==> src/rtl/pipeline_ctrl_pkg.sv <==
`default_nettype none
// ---------------------------------------------------------------------------
// pipeline_ctrl_pkg : shared types and stage indices for pipeline_ctrl
// Rev 1.0
// ---------------------------------------------------------------------------
package pipeline_ctrl_pkg;

   typedef enum logic [0:0] {
      IDLE     = 1'b0,
      WAIT_RSP = 1'b1
   } dmem_state_e;

   localparam int unsigned STG_IF = 0;
   localparam int unsigned STG_ID = 1;
   localparam int unsigned STG_EX = 2;

   // Counters are held at the widest supported width and masked down to CNT_WIDTH.
   localparam int unsigned PERF_CNT_MAX_W = 64;

   typedef struct packed {
      logic [PERF_CNT_MAX_W-1:0] cycle;
      logic [PERF_CNT_MAX_W-1:0] instret;
      logic [PERF_CNT_MAX_W-1:0] stall;
      logic [PERF_CNT_MAX_W-1:0] flush;
   } perf_cnt_s;

   function automatic int unsigned stg_mem(input int unsigned num_stages);
      return num_stages - 2;
   endfunction

   function automatic int unsigned stg_wb(input int unsigned num_stages);
      return num_stages - 1;
   endfunction

endpackage
`default_nettype wire

==> src/rtl/dmem_hs_fsm.sv <==
`default_nettype none
// ---------------------------------------------------------------------------
// dmem_hs_fsm : data-memory req/gnt/rvalid handshake with sticky protocol error
// Rev 1.0
// ---------------------------------------------------------------------------
module dmem_hs_fsm
   import pipeline_ctrl_pkg::*;
(
   input  logic clk,
   input  logic arst_n,
   input  logic i_mem_pend,
   input  logic i_mem_we,
   input  logic i_dmem_gnt,
   input  logic i_dmem_rvalid,
   output logic o_dmem_req,
   output logic o_done,
   output logic o_proto_err
);

   dmem_state_e r_state;
   dmem_state_e w_state_nxt;
   logic        w_err;
   logic        r_proto_err;

   always_ff @(posedge clk or negedge arst_n) begin
      if (!arst_n) begin
         r_state     <= IDLE;
         r_proto_err <= 1'b0;
      end else begin
         r_state     <= w_state_nxt;
         r_proto_err <= r_proto_err | w_err;
      end
   end

   always_comb begin
      w_state_nxt = r_state;
      o_dmem_req  = 1'b0;
      o_done      = 1'b0;
      case (r_state)
         IDLE: begin
            o_dmem_req = i_mem_pend;
            if (i_mem_pend && i_dmem_gnt) begin
               if (i_mem_we) o_done      = 1'b1;
               else          w_state_nxt = WAIT_RSP;
            end
         end
         WAIT_RSP: begin
            if (i_dmem_rvalid) begin
               o_done      = 1'b1;
               w_state_nxt = IDLE;
            end
         end
         default: w_state_nxt = IDLE;
      endcase

      w_err = ((r_state == IDLE) && i_dmem_rvalid)
            | ((r_state == WAIT_RSP) && i_dmem_gnt)
            | (i_dmem_gnt && !o_dmem_req);
      // A violating cycle neither advances the handshake nor completes an access.
      if (w_err) begin
         w_state_nxt = r_state;
         o_done      = 1'b0;
      end
   end

   assign o_proto_err = r_proto_err;

endmodule
`default_nettype wire

==> src/rtl/pipeline_ctrl.sv <==
`default_nettype none
// ---------------------------------------------------------------------------
// pipeline_ctrl : stall/flush priority, MEM handshake and performance counters
// Rev 1.0
// ---------------------------------------------------------------------------
module pipeline_ctrl
   import pipeline_ctrl_pkg::*;
#(
   parameter int unsigned NUM_STAGES = 5,
   parameter int unsigned CNT_WIDTH  = 32
) (
   input  logic                  clk,
   input  logic                  arst_n,
   input  logic [NUM_STAGES-1:0] stage_valid_i,
   input  logic                  imem_ready_i,
   input  logic                  load_use_i,
   input  logic                  mispredict_i,
   input  logic                  mem_op_i,
   input  logic                  mem_we_i,
   input  logic                  dmem_gnt_i,
   input  logic                  dmem_rvalid_i,
   input  logic                  cnt_clr_i,
   output logic [NUM_STAGES-1:0] stage_en_o,
   output logic [NUM_STAGES-1:0] stage_flush_o,
   output logic                  dmem_req_o,
   output logic                  pc_redirect_o,
   output logic [CNT_WIDTH-1:0]  cycle_cnt_o,
   output logic [CNT_WIDTH-1:0]  instret_cnt_o,
   output logic [CNT_WIDTH-1:0]  stall_cnt_o,
   output logic [CNT_WIDTH-1:0]  flush_cnt_o,
   output logic                  proto_err_o
);

   localparam int unsigned STG_MEM = stg_mem(NUM_STAGES);
   localparam int unsigned STG_WB  = stg_wb(NUM_STAGES);
   localparam logic [PERF_CNT_MAX_W-1:0] CNT_MASK =
      (CNT_WIDTH >= PERF_CNT_MAX_W) ? '1 : ((64'd1 << CNT_WIDTH) - 64'd1);

   logic                  w_mem_pend;
   logic                  w_mem_done;
   logic                  w_mem_stall;
   logic                  w_mispred_acc;
   logic [NUM_STAGES-1:0] w_en;
   logic [NUM_STAGES-1:0] w_flush;
   perf_cnt_s             r_perf;

   assign w_mem_pend  = stage_valid_i[STG_MEM] & mem_op_i;
   assign w_mem_stall = w_mem_pend & ~w_mem_done;

   dmem_hs_fsm u_dmem_hs_fsm (
      .clk           (clk),
      .arst_n        (arst_n),
      .i_mem_pend    (w_mem_pend),
      .i_mem_we      (mem_we_i),
      .i_dmem_gnt    (dmem_gnt_i),
      .i_dmem_rvalid (dmem_rvalid_i),
      .o_dmem_req    (dmem_req_o),
      .o_done        (w_mem_done),
      .o_proto_err   (proto_err_o)
   );

   always_comb begin
      w_en          = '1;
      w_flush       = '0;
      w_mispred_acc = 1'b0;
      if (w_mem_stall) begin
         // Everything up to and including MEM holds; WB receives a bubble.
         w_en[STG_MEM:0] = '0;
         w_flush[STG_WB] = 1'b1;
      end else if (mispredict_i) begin
         w_flush[STG_ID] = 1'b1;
         w_flush[STG_EX] = 1'b1;
         w_mispred_acc   = 1'b1;
      end else if (load_use_i) begin
         w_en[STG_ID:STG_IF] = '0;
         w_flush[STG_EX]     = 1'b1;
      end else if (!imem_ready_i) begin
         w_en[STG_IF]    = 1'b0;
         w_flush[STG_ID] = 1'b1;
      end
   end

   assign stage_en_o    = w_en;
   assign stage_flush_o = w_flush;
   assign pc_redirect_o = w_mispred_acc;

   always_ff @(posedge clk or negedge arst_n) begin
      if (!arst_n) begin
         r_perf <= '0;
      end else if (cnt_clr_i) begin
         r_perf <= '0;
      end else begin
         r_perf.cycle   <= (r_perf.cycle + 64'd1) & CNT_MASK;
         r_perf.instret <= (r_perf.instret + {63'd0, stage_valid_i[STG_WB]}) & CNT_MASK;
         r_perf.stall   <= (r_perf.stall + {63'd0, ~w_en[STG_IF]}) & CNT_MASK;
         r_perf.flush   <= (r_perf.flush + {63'd0, w_mispred_acc}) & CNT_MASK;
      end
   end

   assign cycle_cnt_o   = r_perf.cycle[CNT_WIDTH-1:0];
   assign instret_cnt_o = r_perf.instret[CNT_WIDTH-1:0];
   assign stall_cnt_o   = r_perf.stall[CNT_WIDTH-1:0];
   assign flush_cnt_o   = r_perf.flush[CNT_WIDTH-1:0];

endmodule
`default_nettype wire
==> config.mk <==
export PLATFORM = sky130hd
export DESIGN_NAME = pipeline_ctrl
export DESIGN_NICKNAME = d
export VERILOG_FILES = /design/src/rtl/pipeline_ctrl_pkg.sv /design/src/rtl/dmem_hs_fsm.sv /design/src/rtl/pipeline_ctrl.sv
export SDC_FILE = /design/constraint.sdc
export NUM_CORES = 1
export LEC_CHECK = 0
export ABC_AREA = 1
export BUFFER_PORTS_ARGS = -buffer_cell sky130_fd_sc_hd__buf_4
export CORE_MARGIN = 3
export CORE_UTILIZATION = 55
export DETAILED_ROUTE_END_ITERATION = 10
export PLACE_DENSITY = 0.82
export SLEW_MARGIN = 20
export SYNTH_ARGS = -nofsm -noshare
export SYNTH_HDL_FRONTEND = slang
export SYNTH_SLANG_ARGS = --single-unit
==> constraint.sdc <==
create_clock -name clk -period 2.7 [get_ports clk]
set_clock_uncertainty 0.2 [all_clocks]
set_input_delay 0.135 -clock clk [delete_from_list [all_inputs] [get_ports clk]]
set_output_delay 0.135 -clock clk [all_outputs]
set_load 0.02 [all_outputs]
[Word-level counts from Yosys, hierarchy flattened]
Index checks and enable logic that the tools add are counted.
Cells by class
  add/subtract/negate cells: 4
  muxes and demuxes: 25
  bitwise operators: 8
  reduce and logical (&&, ||, !) cells: 5
Operator list (number)
  224-bit two-way mux: 1
  32-bit by 1-bit adder with 32-bit output: 3
  32-bit by 1-bit adder with 32-bit output, second input constant: 1
  1-bit two-way mux: 17
  2-bit two-way mux: 5
  1-bit logical AND: 4
  1-bit one-hot mux with 2 select lines: 2
  1-bit NOT: 3
  1-bit bitwise OR: 3
  1-bit AND: 2
  1-bit logical NOT: 1
Word-level totals
  register bits: 130
  input port bits: 15
  output and inout bits: 141
  logic and storage cells: 48

[Longest topological paths before layout]
Gate-level depths: netlist (run 1).
  depth after elaboration: 12
  depth in mapped cells: 16
  mapped depth without buffers: 16

[By module]
From an unflattened synthesis (run 1), not the netlist that was laid out.
Second synthesis, totals
  cells, all modules: 1052
  area, all modules: 7364.6 um^2
By module, submodules not included
  pipeline_ctrl: instances 1, cells an instance 1030, area each 7226.9 um^2
  dmem_hs_fsm: instances 1, cells an instance 22, area each 137.6 um^2

[Worst setup path before layout (run 1)]
Ideal clock, no wire load.
  path type: reg-to-reg
  start point: register u_dmem_hs_fsm.r_state
  end point: register r_perf (netlist bit flush_cnt_o[24])
  arrival time: 2309 ps
  required time: 2381 ps
  slack: 72 ps
  stages on the path, launching flop included: 15
  clock period less this slack: 2628 ps
  cell sequence: dfrtp_1 -> o21ai_0 -> nand2_1 -> nor2_1 -> nand2_1 -> a21oi_1 -> ha_1 -> ha_1 -> nand2_1 -> nor2_4 -> nand2_2 -> nor2_2 -> nand3_1 -> nand2_1 -> nor2_1
Between the ends
  cells in the longest elaborated chain, start to end: 10
  elaborated cells on any way between the ends: 15
  classes of those cells: 1 x add/sub; 5 x mux; 5 x bitwise; 4 x reduce/logical
Ends and longest elaborated chain
  start: declaration: line dmem_hs_fsm.sv:20  | dmem_state_e r_state;
  start signal: assignment: line dmem_hs_fsm.sv:30  | r_state <= w_state_nxt;
  1-bit two-way mux or 1-bit NOT (tied branches): line dmem_hs_fsm.sv:39, dmem_hs_fsm.sv:56
  1-bit logical NOT or 1-bit logical AND (tied branches): line dmem_hs_fsm.sv:58, dmem_hs_fsm.sv:56
  1-bit logical AND or 1-bit bitwise OR (tied branches): line dmem_hs_fsm.sv:58, dmem_hs_fsm.sv:57
  1-bit bitwise OR: line dmem_hs_fsm.sv:58  | | (i_dmem_gnt && !o_dmem_req);
  1-bit two-way mux (*): line dmem_hs_fsm.sv:60  | if (w_err) begin
  1-bit NOT (*): line pipeline_ctrl.sv:48  | assign w_mem_stall = w_mem_pend & ~w_mem_done;
  1-bit AND (*): line pipeline_ctrl.sv:48
  1-bit two-way mux (*): line pipeline_ctrl.sv:66  | if (w_mem_stall) begin
  via pc_redirect_o: line pipeline_ctrl.sv:26  | output logic pc_redirect_o,
  32-bit by 1-bit adder with 32-bit output (*): line pipeline_ctrl.sv:96  | r_perf.flush <= (r_perf.flush + {63'd0, w_mispred_acc}) & CNT_MASK;
  224-bit two-way mux (*): line pipeline_ctrl.sv:90  | end else if (cnt_clr_i) begin
  end: declaration: line pipeline_ctrl.sv:45  | perf_cnt_s r_perf;
The timed path passes the listed nets; every way through them passes the cells marked *.
A chain may end at the register's enable or synchronous reset.

[Worst setup path in the final report (run 1)]
  start point: register u_dmem_hs_fsm.r_state
  end point: register r_perf (netlist bit stall_cnt_o[18])
Between the ends
  cells in the longest elaborated chain, start to end: 11
  elaborated cells on any way between the ends: 16
  classes of those cells: 1 x add/sub; 5 x mux; 6 x bitwise; 4 x reduce/logical
Ends and longest elaborated chain
  1-bit two-way mux or 1-bit NOT (tied branches): line dmem_hs_fsm.sv:39, dmem_hs_fsm.sv:56
  1-bit logical NOT or 1-bit logical AND (tied branches): line dmem_hs_fsm.sv:58, dmem_hs_fsm.sv:56
  1-bit logical AND or 1-bit bitwise OR (tied branches): line dmem_hs_fsm.sv:58, dmem_hs_fsm.sv:57
  1-bit bitwise OR: line dmem_hs_fsm.sv:58
  1-bit two-way mux (*): line dmem_hs_fsm.sv:60
  1-bit NOT (*): line pipeline_ctrl.sv:48
  1-bit AND (*): line pipeline_ctrl.sv:48
  2-bit two-way mux (*): line pipeline_ctrl.sv:66
  1-bit NOT (*): line pipeline_ctrl.sv:95  | r_perf.stall <= (r_perf.stall + {63'd0, ~w_en[STG_IF]}) & CNT_MASK;
  32-bit by 1-bit adder with 32-bit output (*): line pipeline_ctrl.sv:95
  224-bit two-way mux (*): line pipeline_ctrl.sv:90
Every way passes the cells marked *; elsewhere a longest branch is shown, timed or not.

==> results of run 1 <==
[state kept, by name, summed over array words and instances (netlist names)]
name                       count
cycle_cnt_o                   32
flush_cnt_o                   32
instret_cnt_o                 32
stall_cnt_o                   32
u_dmem_hs_fsm.o_proto_err      1
u_dmem_hs_fsm.r_state          1
[through the flow]
step                area (µm²)  TNS [ns]  setup WS (ns)  cells  hold WS [ns]
floorplan                 7430         0         0.0717   1052        -0.361
global placement          8750         0          0.132   1362        -0.199
detailed placement        8750         0         0.0317   1362        -0.198
CTS                       9420         0         0.0147   1401        0.0294
global route              9520   -0.0190        -0.0190   1406        0.0395
finish                    9520         0          0.158   1406       0.00997
[routing by layer]
layer / wire length (µm) / up-vias / global-route usage, %
met3: 1230 / 37 / 5.16
li1: - / 3667 / -
met1: 8590 / 3528 / 36.1
met5: 0 / - / 0
met4: 367 / 0 / 8.47
met2: 9470 / 276 / 44.6
[worst max path at each step]
stage,start,end,slack (ns),cells past startpoint
finish,u_dmem_hs_fsm.r_state,stall_cnt_o[18],0.16,17
global route,u_dmem_hs_fsm.r_state,stall_cnt_o[18],-0.02,17
CTS,u_dmem_hs_fsm.r_state,flush_cnt_o[24],0.01,14
detailed placement,u_dmem_hs_fsm.r_state,flush_cnt_o[24],0.03,14
global placement,u_dmem_hs_fsm.r_state,flush_cnt_o[20],0.13,14
floorplan,u_dmem_hs_fsm.r_state,flush_cnt_o[24],0.07,14
[Yosys cell counts (all sizes together)]
cell type  number  share of area, %
buf            15               1.2
a21oi          84               5.7
nand2         296                16
dfrtp         130                44
inv            80               4.0
nor3            2              0.13
nor3b           7              0.71
nor2          296                17
nand3          65               4.4
o21ai          25               1.7
a2bb2oi         6              0.71
clkbuf          4              0.20
xor2           10               1.2
and2            8              0.67
o21a            1              0.10
o211ai          1              0.10
o21bai          3              0.30
ha              7               1.2
xnor2           4              0.47
or2             5              0.42
conb            2              0.10
[kinds of logic (layout without fill, tap and decap cells)]
logic type | Yosys count | after routing | synth area share, %
other | 2 | 3 | 0.101
adder cells (fa/ha/maj) | 7 | 7 | 1.18
AND/OR/NAND/NOR | 679 | 679 | 39.3
AO/OA/AOI/OAI | 120 | 120 | 8.56
XOR/XNOR | 14 | 14 | 1.65
flip-flops | 130 | 130 | 43.8
buffers and inverters | 99 | 281 | 5.41
[area by class of cell]
| cell class | count | area share, % |
|---|---|---|
| clock buffers | 22 | 4.88 |
| clock inverters | 10 | 1.39 |
| inverters | 80 | 3.15 |
| multi-input cells | 823 | 40.3 |
| flip-flops and latches | 130 | 34.2 |
| well taps | 172 | 2.26 |
| repair buffers | 169 | 13.8 |
[worst reg2reg max path: stages, from the launching register on]
cell and delay [ns]:
dfrtp_1 0.40, inv_2 0.08, nand2_1 0.07, nand2_2 0.09, nor2_2 0.04, nand2_2 0.11, buf_6 0.13, nand2_2 0.07
nand2_1 0.09, ha_2 0.18, ha_2 0.19, nand2_1 0.10, nor2_4 0.17, nand2_4 0.11, nor2_4 0.18, nand3_1 0.10
nand2_1 0.08, nor2_1 0.04
[report_power, final]
part	switching, mW	internal, mW
clock network	0.845	1.49
registers	0.0125	1.96
logic	0.177	0.0981
[timing repair]
| action | CTS | global route |
|---|---|---|
| hold buffers | 7 | 0 |
| resized for setup | 0 | 20 |
| buffers inserted | 0 | 5 |
| setup endpoints to repair | 0 | 24 |
| hold endpoints to repair | 146 | 0 |
==> results.cfg, run 1 <==
[min_path]
min_to = u_dmem_hs_fsm.o_proto_err
worstHoldStart = mem_op_i
hold-path-cell-count = 5
worst_hold_path_type = in2reg

[global_route]
grt_pass1_vias = 6896
grt_pass1_wl_um = 32300
antenna_found_initial = 0
grt-ovfl-total = 0
grt_max_degree = 65
track_usage_pct = 27.0

[layout]
areaGrowthSynthToFinish_pct = 28.2
nets = 1243
num_antenna_cells = 0
multiInputGateArea_um2 = 3840
post-route-util_pct = 73.7
layout_common_cells = nand2_1 (282), nor2_1 (254), buf_4 (159), dfrtp_1 (130), a21oi_1 (82)
fillerInstances = 1073
drive_gt1_share_pct = 20.9
seq_area_um2 = 3250
final_common_cell = nand2_1

[power]
power_leakage_nw = 4.40
vdd.ir_drop.worst_mv = 0.429
power_mw = 4.59
cellPowerDensity_nw_per_um2 = 482

[sta]
fmax_ghz = 0.393
finalHoldViolCount = 0
slew_violations = 0
fin_crit_sh_pct = 94.2
setup_viol = 0
finalCriticalPeriod_ns = 2.54
slew_headroom_pct = 64.1
tightest_slew_ns = 0.537

[floorplanning]
rows = 41
core_um2 = 12900
start_util_pct = 57.5
die_area_um2 = 14900
ios = 156
die_w_um = 122
die_h_um = 122

[clocking]
cts_tree = done
cts_root_buffer = clkbuf_16
cts.clk_slew.worst_paths_ns = 0.05
clockBufferDepth = 2
cts_buffers = 17
h-tree-depth = 4
clock-sinks = 130
clock_latency_ns = 0.42

[critical_path]
cp.required_ns = 2.81
rrSetupSlack_ns = 0.16
crit_path_end_kind = flip-flop
cp.arrival_ns = 2.65
critPathMaxFanout = 5
crit_path_start_kind = flip-flop
slowest_stage = dfrtp_1
cpMostUsedCell = nand2_1
crit_family = simple AND/OR/NAND/NOR gates
r2r-end = stall_cnt_o[18]
r2r_cells = 17
crit_chain = inv_2 -> nand2_1 -> nand2_2 -> nor2_2 -> nand2_2 -> buf_6 -> nand2_2 -> nand2_1 -> ha_2 -> ha_2 -> nand2_1 -> nor2_4 -> nand2_4 -> nor2_4 -> nand3_1 -> nand2_1 -> nor2_1
crit_type = reg2reg
timing.rr.start = u_dmem_hs_fsm.r_state
cp_slowest_stage_delay_ns = 0.40
cp_num_buf_inv = 2

[routing]
postRouteAntennaNets = 0
firstDrtPassIters = 6
avgViaCountPerCell = 5.34
drc = 0
drtIter0Drc = 616
wl_um = 19700
num_vias = 7508
drt-wirelength-per-cell_um = 14.0

[run_status]
status = complete, no violations

[synthesis]
synth_area_um2 = 7430
synth_cells = 1051
avgSynthCellArea_um2 = 7.07
seq_area_frac_synth_pct = 43.8
synth_seq_cells = 130
synth_warnings = 0
synthDistinctLibCells = 30

[placement]
dp_hpwl_um = 14100
io_buffers = 149
gp_congestion = 0.929

[run]
cap_violations = 0
Power figures use the tool's default switching activity.
==> run 2, diff against run 1 <==
Settings changed: SETUP_SLACK_MARGIN from default to 0.3.
==> run 2 against run 1 <==
Compared with the run above: core utilization increased by 0.69 points; first-iteration DRC count increased by 19%; combinational power increased by 5%.
==> results.cfg, run 2 (same netlist as run 1, synthesis figures left out) <==
[run_status]
status = complete, no violations

[layout]
layout_common_cells = nand2_1 (277), nor2_1 (253), buf_4 (164), dfrtp_1 (130), a21oi_1 (81)
areaGrowthSynthToFinish_pct = 29.4
fillerInstances = 1013
nets = 1248
drive_gt1_share_pct = 22.2
num_antenna_cells = 0
final_common_cell = nand2_1

[critical_path]
critPathMaxFanout = 6
cp.arrival_ns = 2.47
cp_num_buf_inv = 0
crit_type = reg2reg
slowest_stage = dfrtp_1
crit_chain = o21ai_2 -> nand2_2 -> nor2_2 -> nand2_2 -> a21oi_4 -> ha_4 -> ha_4 -> nand2_4 -> nor2_4 -> nand2_4 -> nor2_4 -> a21oi_2 -> and2_1
crit_path_end_kind = flip-flop
crit_family = simple AND/OR/NAND/NOR gates
cp_slowest_stage_delay_ns = 0.41
cp.required_ns = 2.82
crit_path_start_kind = flip-flop

[power]
power_leakage_nw = 4.43
power.share.switching_pct = 23.1
power_mw = 4.39
seq_power_share_pct = 45.1
cell_internal_pwr_mw = 3.38
p_switching_mw = 1.01
combPwrFrac_pct = 6.6
vdd.ir_drop.worst_mv = 0.446
p_clk_share_pct = 48.3
cellPowerDensity_nw_per_um2 = 457

[routing]
avgViaCountPerCell = 5.30
drt-wirelength-per-cell_um = 14.0
postRouteAntennaNets = 0
firstDrtPassIters = 8
drc = 0
wl_um = 19800
drtIter0Drc = 736
num_vias = 7479

[placement]
gp_congestion = 0.906
dp_hpwl_um = 13900
io_buffers = 149

[floorplanning]
die_h_um = 122
core_um2 = 12900
die_w_um = 122
ios = 156
die_area_um2 = 14900
start_util_pct = 57.5
rows = 41

[global_route]
grt_pass1_vias = 7055
grt_pass1_wl_um = 32400
grt_max_degree = 54
grt-ovfl-total = 0
track_usage_pct = 27.0
antenna_found_initial = 0

[sta]
setup_viol = 0
rsz0062_at_grt = yes
finalCriticalPeriod_ns = 2.36
fin_tns_setup_ns = 0
fmax_ghz = 0.425
fin_crit_sh_pct = 87.2
tightest_slew_ns = 0.643
slew_violations = 0
slew_headroom_pct = 57.0
finalHoldViolCount = 0
holdWs_ns = 0.0272

[clocking]
cts_buffers = 17
clock-sinks = 130
cts_root_buffer = clkbuf_16
cts.clk_slew.worst_paths_ns = 0.06
clock_latency_ns = 0.43
clockBufferDepth = 2
h-tree-depth = 4
cts_tree = done

[min_path]
worst_hold_path_type = in2async

[run]
cap_violations = 0
-- run 2: cell types whose count changed in the layout (fill, tap and decap cells not counted), sizes merged --
cell | previous run | this run
buf | 162 | 166
bufinv | 3 | 0
clkinv | 4 | 5
clkbuf | 22 | 26
clkinvlp | 3 | 0
dlygate4sd3 | 7 | 8
-- run 2: metal layers --
metal  up-vias  track usage (%)  part of all wire [%]
met5         -                0                     0
met3        34             6.13                   7.9
met4         0             9.31                   2.1
met2       294             45.2                    49
met1      3476             34.5                    41
li1       3675                -                     -
-- run 2: timing repair --
item,in CTS,in global routing
hold endpoints to repair,130,0
gates cloned,0,0
hold buffers,8,0
setup buffers,4,8
resized for setup,18,19
setup endpoints to repair,23,47
pin swaps,10,17
-- run 2: per-stage QoR --
step	util, %	cell area [µm²]	cells	setup slack, ns
global placement	67.6	8740	1359	0.243
detailed placement	67.6	8740	1359	0.190
floorplan	-	7450	1052	0.287
CTS	73.2	9460	1402	0.318
finish	74.3	9610	1410	0.345
global route	74.3	9610	1410	0.214
-- run 2: power groups by stage --
stage	Combinational [mW]	Clock, mW	Sequential (mW)
after CTS	0.278	2.15	1.98
after detailed placement	0.258	0	2.01
after global placement	0.254	0	2.01
after floorplan	0.124	0	2.03
final	0.289	2.12	1.98
after global routing	0.322	2.23	1.98
-- run 2: area by class of cell --
cell class	count	area [µm²]	area share [%]
timing repair buffer	174	1350	14.1
clock inverter	5	25.0	0.260
inverter	80	300	3.12
clock buffer	26	519	5.40
multi-input combinational	823	3950	41.1
tap	172	215	2.24
sequential	130	3250	33.8
-- run 2: worst reg2reg max path: cells and delay by family, from the launching register on --
| family | cells | cell delay [ns] |
|---|---|---|
| fa+ha+maj | 2 | 0.30 |
| compound gates | 3 | 0.41 |
| simple gates | 8 | 0.92 |
| flops | 1 | 0.41 |
-- run 2: final timing paths --
kind	start	end	slack, ns	cells after the start
min in group clk	mispredict_i	flush_cnt_o[0]	0.08	6
worst max-delay path	u_dmem_hs_fsm.r_state	flush_cnt_o[12]	0.34	13
max in group asynchronous	arst_n	flush_cnt_o[2]	1.54	3
worst min-delay path	arst_n	flush_cnt_o[26]	0.03	2
worst min register to register	u_dmem_hs_fsm.o_proto_err	u_dmem_hs_fsm.o_proto_err	0.26	1
worst max register to register	u_dmem_hs_fsm.r_state	flush_cnt_o[12]	0.34	13
==> run 3, diff against run 2 <==
Settings changed: CORE_UTILIZATION 55 to 45, PLACE_DENSITY 0.82 to 0.7.
==> run 3 against run 2 <==
Compared with the run above: clock power increased by 12%; final area increased by 1.5%; total power up 5.7%; final cell count up 3.2%; setup slack got worse by 0.082 ns; combinational power is 1% higher; via count decreased by 1.0%; clock-buffer cell count decreased by 4; flip-flop and latch count stayed put; routed wire length increased by 3.5%; register-to-register slack worse by 0.08 ns; core utilization shrank 13 points; largest power group unchanged.
==> results.cfg, run 3 (same netlist as run 1, synthesis figures left out) <==
[critical_path]
crit_path_end_kind = flip-flop
r2r-end = flush_cnt_o[26]
crit_type = reg2reg
r2r_cells = 14
cp.arrival_ns = 2.54
crit_end = flush_cnt_o[26]
startpoint = u_dmem_hs_fsm.r_state
critPathMaxFanout = 6
crit_path_start_kind = flip-flop
timing.rr.start = u_dmem_hs_fsm.r_state
cp.required_ns = 2.80
rrSetupSlack_ns = 0.26

[routing]
num_vias = 7403
wl_um = 20500
drtIter0Drc = 475
drt-wirelength-per-cell_um = 14.1
postRouteAntennaNets = 0
avgViaCountPerCell = 5.09
firstDrtPassIters = 5
drc = 0

[layout]
final_common_cell = nand2_1
layout_common_cells = nand2_1 (277), nor2_1 (253), buf_4 (165), dfrtp_1 (130), a21oi_1 (82)
num_antenna_cells = 0
final_cells = 1455
post-route-util_pct = 60.9
drive_gt1_share_pct = 22.9
nets = 1248
areaGrowthSynthToFinish_pct = 31.3

[placement]
io_buffers = 149
post-place-cells = 1404
dp_hpwl_um = 14400
dp_slack_ns = 0.108
gp_congestion = 0.884

[sta]
fin_crit_sh_pct = 90.3
slew_headroom_pct = 53.5
holdWs_ns = 0.0461
tightest_slew_ns = 0.697
slew_violations = 0
setup_ws_ns = 0.262
setup_viol = 0
finalHoldViolCount = 0
fin_tns_setup_ns = 0
fmax_ghz = 0.410
finalCriticalPeriod_ns = 2.44
rsz0062_at_grt = yes

[run_status]
status = complete, no violations

[power]
power_leakage_nw = 4.46
cellPowerDensity_nw_per_um2 = 476
vdd.ir_drop.worst_mv = 0.428

[clocking]
cts_tree = done
clock_latency_ns = 0.42
cts.clk_slew.worst_paths_ns = 0.06
h-tree-depth = 4
clock-sinks = 130
clockBufferDepth = 2
cts_root_buffer = clkbuf_16
cts_buffers = 17

[global_route]
grt_max_degree = 73
grt_pass1_vias = 6942
track_usage_pct = 22.6
grt_pass1_wl_um = 33200
antenna_found_initial = 0
grt-ovfl-total = 0

[floorplanning]
rows = 46
die_h_um = 134
core_um2 = 16000
start_util_pct = 46.4
die_w_um = 134
ios = 156
die_area_um2 = 18100

[min_path]
worst_hold_path_type = in2reg

[run]
cap_violations = 0
==> run 3: cell types whose count changed in the layout (fill, tap and decap cells not counted), sizes merged <==
cell	change
clkinv	+1
clkbuf	-4
dlygate4sd3	-3
clkinvlp	+1
bufinv	+3
buf	+3
==> run 3: worst min path at each step <==
stage                   start               to  slack, ns  depth (start not counted)
floorplan              arst_n   cycle_cnt_o[0]      -0.36                          0
finish              cnt_clr_i  cycle_cnt_o[13]       0.05                          4
CTS                 cnt_clr_i  cycle_cnt_o[13]       0.04                          4
global route        cnt_clr_i  cycle_cnt_o[30]       0.06                          4
global placement       arst_n  flush_cnt_o[25]      0.008                          1
detailed placement     arst_n  flush_cnt_o[25]      0.003                          1
==> run 3: final cells by class <==
cell class / instances / area (µm²)
repair buffers: 174 / 1350
well taps: 216 / 270
inverters: 80 / 300
clock buffers: 22 / 474
fillers: 1519 / 6250
flip-flops and latches: 130 / 3250
multi-input cells: 823 / 3970
clock inverters: 10 / 131
==> run 3: report_power, final <==
group / switching, mW / internal (mW)
Sequential: 0.0166 / 1.96
Clock: 0.848 / 1.52
Combinational: 0.185 / 0.109
==> run 3: critical path, stage by stage, from the launching register on <==
cell and delay (ns):
dfrtp_1 0.42, o21ai_2 0.16, nand2_2 0.08, nor2_2 0.11, nand2_2 0.13, a21oi_4 0.20
ha_4 0.17, ha_4 0.14, nand2_2 0.06, nor2_4 0.15, nand2_4 0.12, nor2_4 0.20
nand3_2 0.08, nand2_1 0.06, nor2_1 0.04
==> run 3: through the flow <==
stage          total power, mW  cell area (µm²)
5_1_grt                   4.80             9750
3_5_place_dp              2.27             8810
3_3_place_gp              2.27             8810
4_1_cts                   4.66             9590
6_report                  4.64             9750
2_1_floorplan             2.15             7450
==> run 3: repair_timing <==
action	4_1_cts	5_1_grt
resized for setup	20	23
setup endpoints to repair	26	52
endpoints found under the hold margin	72	0
gates cloned	0	0
setup buffers	8	6
pin swaps	13	19
hold buffers	5	0
==> run 3: layer usage <==
layer | part of all wire (%) | global-route usage, %
met4 | 2.0 | 6.79
met5 | 0 | 0
met3 | 6.8 | 5.40
met1 | 42 | 29.0
met2 | 49 | 38.0
